<file path="src/rtl/arb_pkg.sv">
`default_nettype none
// ============================================================================
// Module  : arb_pkg
// Brief   : Shared types and sizing constants for the round-robin bus arbiter.
// Revision: 1.0
// ============================================================================
package arb_pkg;

  localparam int N_REQ = 8;
  localparam int SEL_W = 3;

  typedef enum logic [1:0] {
    IDLE = 2'd0,
    OWN  = 2'd1,
    TURN = 2'd2
  } arb_state_t;

endpackage : arb_pkg
`default_nettype wire

</file>
<file path="src/rtl/rr_pick.sv">
`default_nettype none
// ============================================================================
// Module  : rr_pick
// Brief   : Combinational rotate-priority encoder; first set req bit at or
//           above ptr, wrapping modulo N.
// Revision: 1.0
// ============================================================================
module rr_pick
  import arb_pkg::*;
#(
  parameter int N     = N_REQ,
  parameter int SEL_W = $clog2(N)
) (
  input  logic [N-1:0]     req,
  input  logic [SEL_W-1:0] ptr,
  output logic             valid,
  output logic [SEL_W-1:0] idx
);

  logic [N-1:0]     rot;
  logic [SEL_W-1:0] enc;

  // rot[0] is the requester sitting at ptr, so the LSB is the highest priority.
  always_comb begin
    logic [SEL_W-1:0] src;
    rot = '0;
    for (int i = 0; i < N; i++) begin
      src    = SEL_W'(i) + ptr;
      rot[i] = req[src];
    end
  end

  always_comb begin
    enc = '0;
    for (int i = N - 1; i >= 0; i--) begin
      if (rot[i]) begin
        enc = SEL_W'(i);
      end
    end
  end

  assign valid = |req;
  // N is a power of two, so the SEL_W-bit add wraps modulo N.
  assign idx   = enc + ptr;

endmodule : rr_pick
`default_nettype wire

</file>
<file path="src/rtl/rr_bus_arbiter8.sv">
`default_nettype none
// ============================================================================
// Module  : rr_bus_arbiter8
// Brief   : Round-robin owner of a shared bus mux select with hold timeout and
//           a one-cycle turnaround between owners. All outputs registered.
// Revision: 1.0
// ============================================================================
module rr_bus_arbiter8
  import arb_pkg::*;
#(
  parameter int N        = N_REQ,
  parameter int SEL_W    = $clog2(N),
  parameter int MAX_HOLD = 16
) (
  input  logic             clk,
  input  logic             reset,
  input  logic [N-1:0]     req,
  input  logic [N-1:0]     done,
  output logic [N-1:0]     gnt,
  output logic [SEL_W-1:0] sel,
  output logic             busy,
  output logic             timeout
);

  localparam int HC_W = (MAX_HOLD > 2) ? $clog2(MAX_HOLD) : 1;
  localparam logic [HC_W-1:0] HOLD_LAST = HC_W'(MAX_HOLD - 1);
  localparam logic [N-1:0]    ONE_HOT0  = N'(1);

  arb_state_t       state, state_n;
  logic [N-1:0]     gnt_n;
  logic [SEL_W-1:0] sel_n;
  logic             busy_n;
  logic             timeout_n;
  logic [SEL_W-1:0] ptr, ptr_n;
  logic [HC_W-1:0]  hold_cnt, hold_n;

  logic             pick_valid;
  logic [SEL_W-1:0] pick_idx;
  logic             rel_hit;
  logic             hold_hit;

  rr_pick #(
    .N     (N),
    .SEL_W (SEL_W)
  ) u_pick (
    .req   (req),
    .ptr   (ptr),
    .valid (pick_valid),
    .idx   (pick_idx)
  );

  // Voluntary release beats the hold limit when both occur in the same cycle.
  assign rel_hit  = done[sel] | ~req[sel];
  assign hold_hit = (hold_cnt == HOLD_LAST);

  always_ff @(posedge clk) begin
    if (reset) begin
      state    <= IDLE;
      gnt      <= '0;
      sel      <= '0;
      busy     <= 1'b0;
      timeout  <= 1'b0;
      ptr      <= '0;
      hold_cnt <= '0;
    end else begin
      state    <= state_n;
      gnt      <= gnt_n;
      sel      <= sel_n;
      busy     <= busy_n;
      timeout  <= timeout_n;
      ptr      <= ptr_n;
      hold_cnt <= hold_n;
    end
  end

  always_comb begin
    state_n   = state;
    gnt_n     = gnt;
    sel_n     = sel;
    busy_n    = busy;
    timeout_n = 1'b0;
    ptr_n     = ptr;
    hold_n    = hold_cnt;
    case (state)
      IDLE: begin
        if (pick_valid) begin
          state_n = OWN;
          gnt_n   = ONE_HOT0 << pick_idx;
          sel_n   = pick_idx;
          busy_n  = 1'b1;
          hold_n  = '0;
        end
      end
      OWN: begin
        if (rel_hit || hold_hit) begin
          state_n   = TURN;
          gnt_n     = '0;
          busy_n    = 1'b0;
          ptr_n     = sel + SEL_W'(1);
          timeout_n = hold_hit & ~rel_hit;
        end else begin
          hold_n = hold_cnt + HC_W'(1);
        end
      end
      TURN: begin
        state_n = IDLE;
      end
      default: begin
        state_n = IDLE;
        gnt_n   = '0;
        busy_n  = 1'b0;
      end
    endcase
  end

endmodule : rr_bus_arbiter8
`default_nettype wire

</file>
<file path="config.mk">
export PLATFORM = sky130hd
export DESIGN_NAME = rr_bus_arbiter8
export DESIGN_NICKNAME = d
export VERILOG_FILES = /design/src/rtl/arb_pkg.sv /design/src/rtl/rr_pick.sv /design/src/rtl/rr_bus_arbiter8.sv
export SDC_FILE = /design/constraint.sdc
export NUM_CORES = 1
export LEC_CHECK = 0
export BUFFER_PORTS_ARGS = -buffer_cell sky130_fd_sc_hd__clkbuf_2
export CORE_MARGIN = 2
export CORE_UTILIZATION = 60
export DETAILED_ROUTE_END_ITERATION = 8
export GPL_TIMING_DRIVEN = 0
export PLACE_DENSITY = 0.86
export SETUP_SLACK_MARGIN = 0.5
export SYNTH_ARGS = -nofsm -noshare
export SYNTH_HDL_FRONTEND = slang
export SYNTH_SLANG_ARGS = --single-unit
export TNS_END_PERCENT = 10
</file>
<file path="constraint.sdc">
create_clock -name clk -period 10.9 [get_ports clk]
set_clock_uncertainty 0.15 [all_clocks]
set_input_delay 1.635 -clock clk [delete_from_list [all_inputs] [get_ports clk]]
set_output_delay 1.635 -clock clk [all_outputs]
set_load 0.05 [all_outputs]
</file>
* After elaboration in Yosys (flattened, before gate mapping) *
Index checks and enable logic that the tools add are counted.

storage, ports and cells
  flip-flop bits (word level) = 22
  output and inout bits = 13

operators by class
  add/subtract/negate cells = 10
  magnitude comparators = 9
  equality and inequality tests = 6
  shift-type cells = 1
  multiplexer cells = 40
  bitwise operators = 7
  reductions and logical operators = 10

operators with widths
  operator                                             number
  < comparator 3 x 4 -> 1 bit (second input constant)  9
  binary-select mux 1 bit (select 3 bit)               10
  two-way mux 3 bit                                    8
  case mux 8 bit (3 select lines)                      1
  two-way mux 8 bit                                    2
  adder 3 bit (first input constant)                   4
  two-way mux 1 bit                                    12
  two-way mux 4 bit                                    2
  case mux 4 bit (2 select lines)                      1
  OR reduction 8 bit                                   1
  left shift 1 x 3 -> 8 bit (first input constant)     1
  adder 2 x 3 -> 3 bit (first input constant)          2
  inequality test 2 bit (second input constant)        3
  AND reduction 2 bit                                  3
  AND reduction 3 bit                                  2
  inverter 1 bit                                       5
  adder 4 x 1 -> 4 bit (second input constant)         1
  equality test 4 bit (second input constant)          1
  two-way mux 2 bit                                    2
  case mux 2 bit (2 select lines)                      1
  adder 1 x 3 -> 3 bit (first input constant)          1
  adder 3 x 1 -> 3 bit (second input constant)         1
  adder 3 bit                                          1
  case mux 1 bit (3 select lines)                      1
  other kinds (8)                                      8

* Logic depth before layout (Yosys ltp) *
  depth after elaboration = 15
  depth in mapped cells = 17
  depth with buffers taken out = 15

* Hierarchy *
Synthesis repeated with hierarchy kept, for this count alone.

second synthesis, totals
  cells, all modules = 181
  area total of the unflattened synthesis = 1,726.7 um2

modules (own cells, without submodules)
  module           times used  cells each  area each (um2)  seq. area each (um2)
  rr_bus_arbiter8  1           113         1,079.8          440.4
  rr_pick          1           68          646.9            0.0

* Worst setup path before layout *
No wires, ideal clock.

  path kind = input-to-reg
  from = in req[1]
  to = reg gnt[2]
  arrival = 4.538 ns
  path slack = 6.149 ns
  cell stages on the path = 13
  path buffers = 0
  path through = mux4_2 mux2_2 nand2b_1 a21oi_1 o21ba_2 a2bb2oi_1 ha_1 inv_1 fa_1 or4b_2 nor2_1 nand3_1 nand3_1

on the way
  word-level cells in the longest chain between the ends = 14
  elaborated cells between the ends (all ways) = 37
  those cells by class = add/sub: 1; eq/ne: 2; shift: 1; mux: 28; bitwise: 2; reduce/logical: 3

RTL lines
  item                                     line                   text
  start: declaration                       rr_bus_arbiter8.sv:17  input logic [N-1:0] req,
  binary-select mux 1 bit (select 3 bit)   rr_pick.sv:29          rot[i] = req[src];
  two-way mux 1 bit (implied by the code)  rr_pick.sv:29
  two-way mux 3 bit (8 in a row)           rr_pick.sv:36          if (rot[i]) begin
  adder 3 bit                              rr_pick.sv:44          assign idx = enc + ptr;
  left shift 1 x 3 -> 8 bit                rr_bus_arbiter8.sv:88  gnt_n = ONE_HOT0 << pick_idx;
  two-way mux 8 bit                        rr_bus_arbiter8.sv:86  if (pick_valid) begin
  case mux 8 bit (3 select lines)          rr_bus_arbiter8.sv:84  case (state)
  end signal: assignment                   rr_bus_arbiter8.sv:67  gnt <= gnt_n;
  end: declaration                         rr_bus_arbiter8.sv:19  output logic [N-1:0] gnt,

Parallel ways exist; a longest one is shown, timed or not. The select of a mux whose other input is x is not followed.
A chain may end at the register's enable or synchronous reset.

* Final worst setup path *
  from = in req[6]
  to = reg gnt[2]

Same word-level chain as after synthesis.

==> run_results.csv <==
group,metric,value,unit
timing,tns,0,ns
floorplan,core_area,2810,um2
critical_path,reg2reg_from,"ptr[1]",
routing,wirelength,4.62,mm
routing,dr.pass1.iters,6,
critical_path,cp_common_cell,"nand3_1",
synth,netlist_instances,190,
floorplan,die_h,59.0,um
floorplan,die_w,59.0,um
critical_path,r2r_cells,13,
critical_path,r2r-end,"gnt[2]",
clocking,path_clk_slew,0.12,ns
synth,synth_edf_count,0,
timing,setup_violations,0,
global_route,antenna_found_initial,0,
placement,portBuffers,29,
routing,met1_length,1.87,mm
hold_path,holdCritPathClass,"flop to flop",
global_route,overflow,0,
routing,route.met2.wl,2.33,mm
finish,instances_no_fill,254,
clocking,post_cts_buffers,0,
finish,syn_to_final_growth,13.1,%
clocking,numCtsBuffers,3,
clocking,ctsHoldBuffers,0,
synth,syn_nets,214,
routing,final_antenna_net_count,0,
hold_path,min_path_cells,2,
hold_path,hold_start,"gnt[0]",
timing,final.period_utilization,45.3,%
finish,diodes,0,
clocking,clockBufferDepth,2,
finish,drive_above_1_share,29.6,%
global_route,grt_pass1_wl,8.05,mm
pwr,peakVddDrop,0.000170,V
placement,gp_congestion,0.871,
clocking,clock_sinks,22,
global_route,grt_max_degree,14,
floorplan,die_area,3480,um2
timing,period_needed,4.94,ns
critical_path,cp-start-kind,"input pin",
synth,yosysTopAreaCell,"dfxtp_1",
timing,hold_violations,0,
hold_path,min_to,"gnt[0]",
critical_path,crit_slowest_cell,"or4b_2",
routing,first_iter_violations,125,
clocking,ctsRootBufferMaster,"clkbuf_4",
finish,nNetsFinal,248,
outcome,outcome,"finished with violations",
critical_path,cp_slowest_stage_delay,0.69,ns
flow_run,drv_cap,0,
routing,routedWlPerCell,18.2,um
timing,fin_hold_ws,0.339,ns
global_route,grt_pass1_vias,1730,
synth,yosysSeqAreaShare,24.3,%
routing,top_layer,"met4",
critical_path,crit_path_cell_trace,"clkbuf_2, mux4_2, mux2_2, nand2b_1, a21oi_1, o21ba_2, a2bb2oi_1, ha_1, inv_1, fa_1, or4b_2, nor2_1, nand3_1, nand3_1",
clocking,cts_tree,"built",
synth,yosys-top-cells-area,"dfxtp_1 24%, mux4_2 12%, nand3_1 7.5%",
timing,fmax,202,MHz
critical_path,path_max_fanout,7,
synth,ys.flop_type,"dfxtp_1",
outcome,violations,"DRC",
synth,synthArstFlopShare,0,%
routing,num_vias,1735,
clocking,h-tree-depth,1,
pwr,power_density,267,nW/um2
synth,syn_avg_cell_area,9.54,um2
floorplan,initial_core_util,64.6,%
clocking,clk_latency,0.31,ns
floorplan,ios,31,
critical_path,ff2ff_setup_slack,6.33,ns
timing,relSlewSlack,33.7,%
timing,rsz0062_at_grt,"no",
synth,ys.warnings.count,0,
synth,ys_ff_latch,22,
global_route,grt_usage,30.0,%
placement,dp_hpwl,3.38,mm
floorplan,rows,19,
clocking,ctsResizeCount,0,
routing,viasPerCell,6.83,
timing,worstMarginPinSlew,0.988,ns
timing,drv_slew,0,
critical_path,path_class,"input pin to flop",
critical_path,end_kind,"flop",
synth,synth_cell_type_count,45,
critical_path,worst_ep_required_time,11.01,ns
pwr,p_leak,0.814,nW
synth,synth.cell_area,1810,um2
routing,wl_met3,347,um
critical_path,worstPathArrival,5.05,ns
synth,synth_top_area_share,24.3,%
routing,drc,2,
placement,dp.cells,250,
[critical path: cells and delay by family]
kind / cells / cell delay (ns)
mux: 2 / 0.83
compound gates: 3 / 0.45
fa+ha+maj: 2 / 0.73
buf+inv: 2 / 0.20
simple gates: 5 / 1.21
[cell type report]
cell class,instances,area (um2)
sequential,22,440
fill,210,757
buffer,10,55.1
timing repair buffer,29,145
inverter,8,30.0
clock buffer,3,22.5
clock inverter,1,30.0
multi-input combinational,150,1290
tap,31,38.8
[where the power goes]
| group | internal (W) | switching [W] |
|---|---|---|
| Clock | 0.0000372 | 0.0000254 |
| Combinational | 0.000146 | 0.000222 |
| Sequential | 0.0000984 | 0.0000188 |
[sequential cells by signal (all words and copies together) (netlist names)]
signal,count
ptr,3
gnt,8
busy,1
sel,3
timeout,1
hold_cnt,4
state,2
[worst max-delay path by stage]
stage | start | endpoint | cells past startpoint
after global routing | req[6] | gnt[2] | 14
after global placement | req[1] | gnt[2] | 14
after detailed placement | req[5] | gnt[2] | 14
final | req[6] | gnt[2] | 14
after floorplan | req[1] | gnt[2] | 13
after CTS | req[5] | gnt[2] | 14
[cells in the final DEF, fill, tap and decap left out, types with 5 or more instances in the layout]
cell      netlist  routed
clkbuf_2        0      29
nand3_1        27      27
dfxtp_1        22      22
nor2_1         21      21
mux4_2         10      10
inv_1           8       8
clkbuf_1        6       6
xor2_1          6       6
o32a_1          5       5
mux2i_1         5       5
o21ai_0         5       5
ha_1            5       5
[synthesized netlist by cell type, types with 2 or more instances]
master and number:
nor2_1 21, buf_6 2, nand2_1 4, o21ai_1 4, xnor2_1 3, o32ai_1 4
o32a_1 5, or4bb_1 2, nor4_2 2, nor3_1 3, clkbuf_1 6, ha_1 5
a21oi_1 3, nand2b_1 2, xor2_1 6, nor2b_1 4, mux2i_1 5, dfxtp_1 22
nor4_1 4, mux2_4 4, mux4_1 2, o21ai_0 5, mux4_2 10, a211oi_1 4
inv_1 8, nand3_1 27, buf_2 2, mux2_2 4
[logic make-up (layout without fill, tap and decap cells)]
family / after synthesis / in the layout / share of synthesized area [%]
buf+inv: 18 / 51 / 4.70
xor+xnor: 9 / 9 / 4.35
fa+ha+maj: 6 / 6 / 4.56
flops: 22 / 22 / 24.3
compound gates: 33 / 33 / 14.8
simple gates: 77 / 77 / 23.3
mux: 25 / 25 / 23.9
[metal layers]
metal	global-route usage, %	vias up
met2	51.9	107
met3	6.15	12
met1	37.1	814
li1	-	802
met4	10.1	0
met5	0	-
[metrics by stage]
step | setup slack, ns | power, W | area [um2] | util [%]
final | 5.96 | 0.000548 | 2050 | 73.0
after global routing | 5.74 | 0.000579 | 2050 | 73.0
after CTS | 5.98 | 0.000541 | 2050 | 73.0
after detailed placement | 5.70 | 0.000472 | 2000 | 71.1
after global placement | 5.79 | 0.000456 | 2000 | 71.1
after floorplan | 6.15 | 0.000400 | 1810 | -
Note: power is estimated with default switching activity, not from simulation.
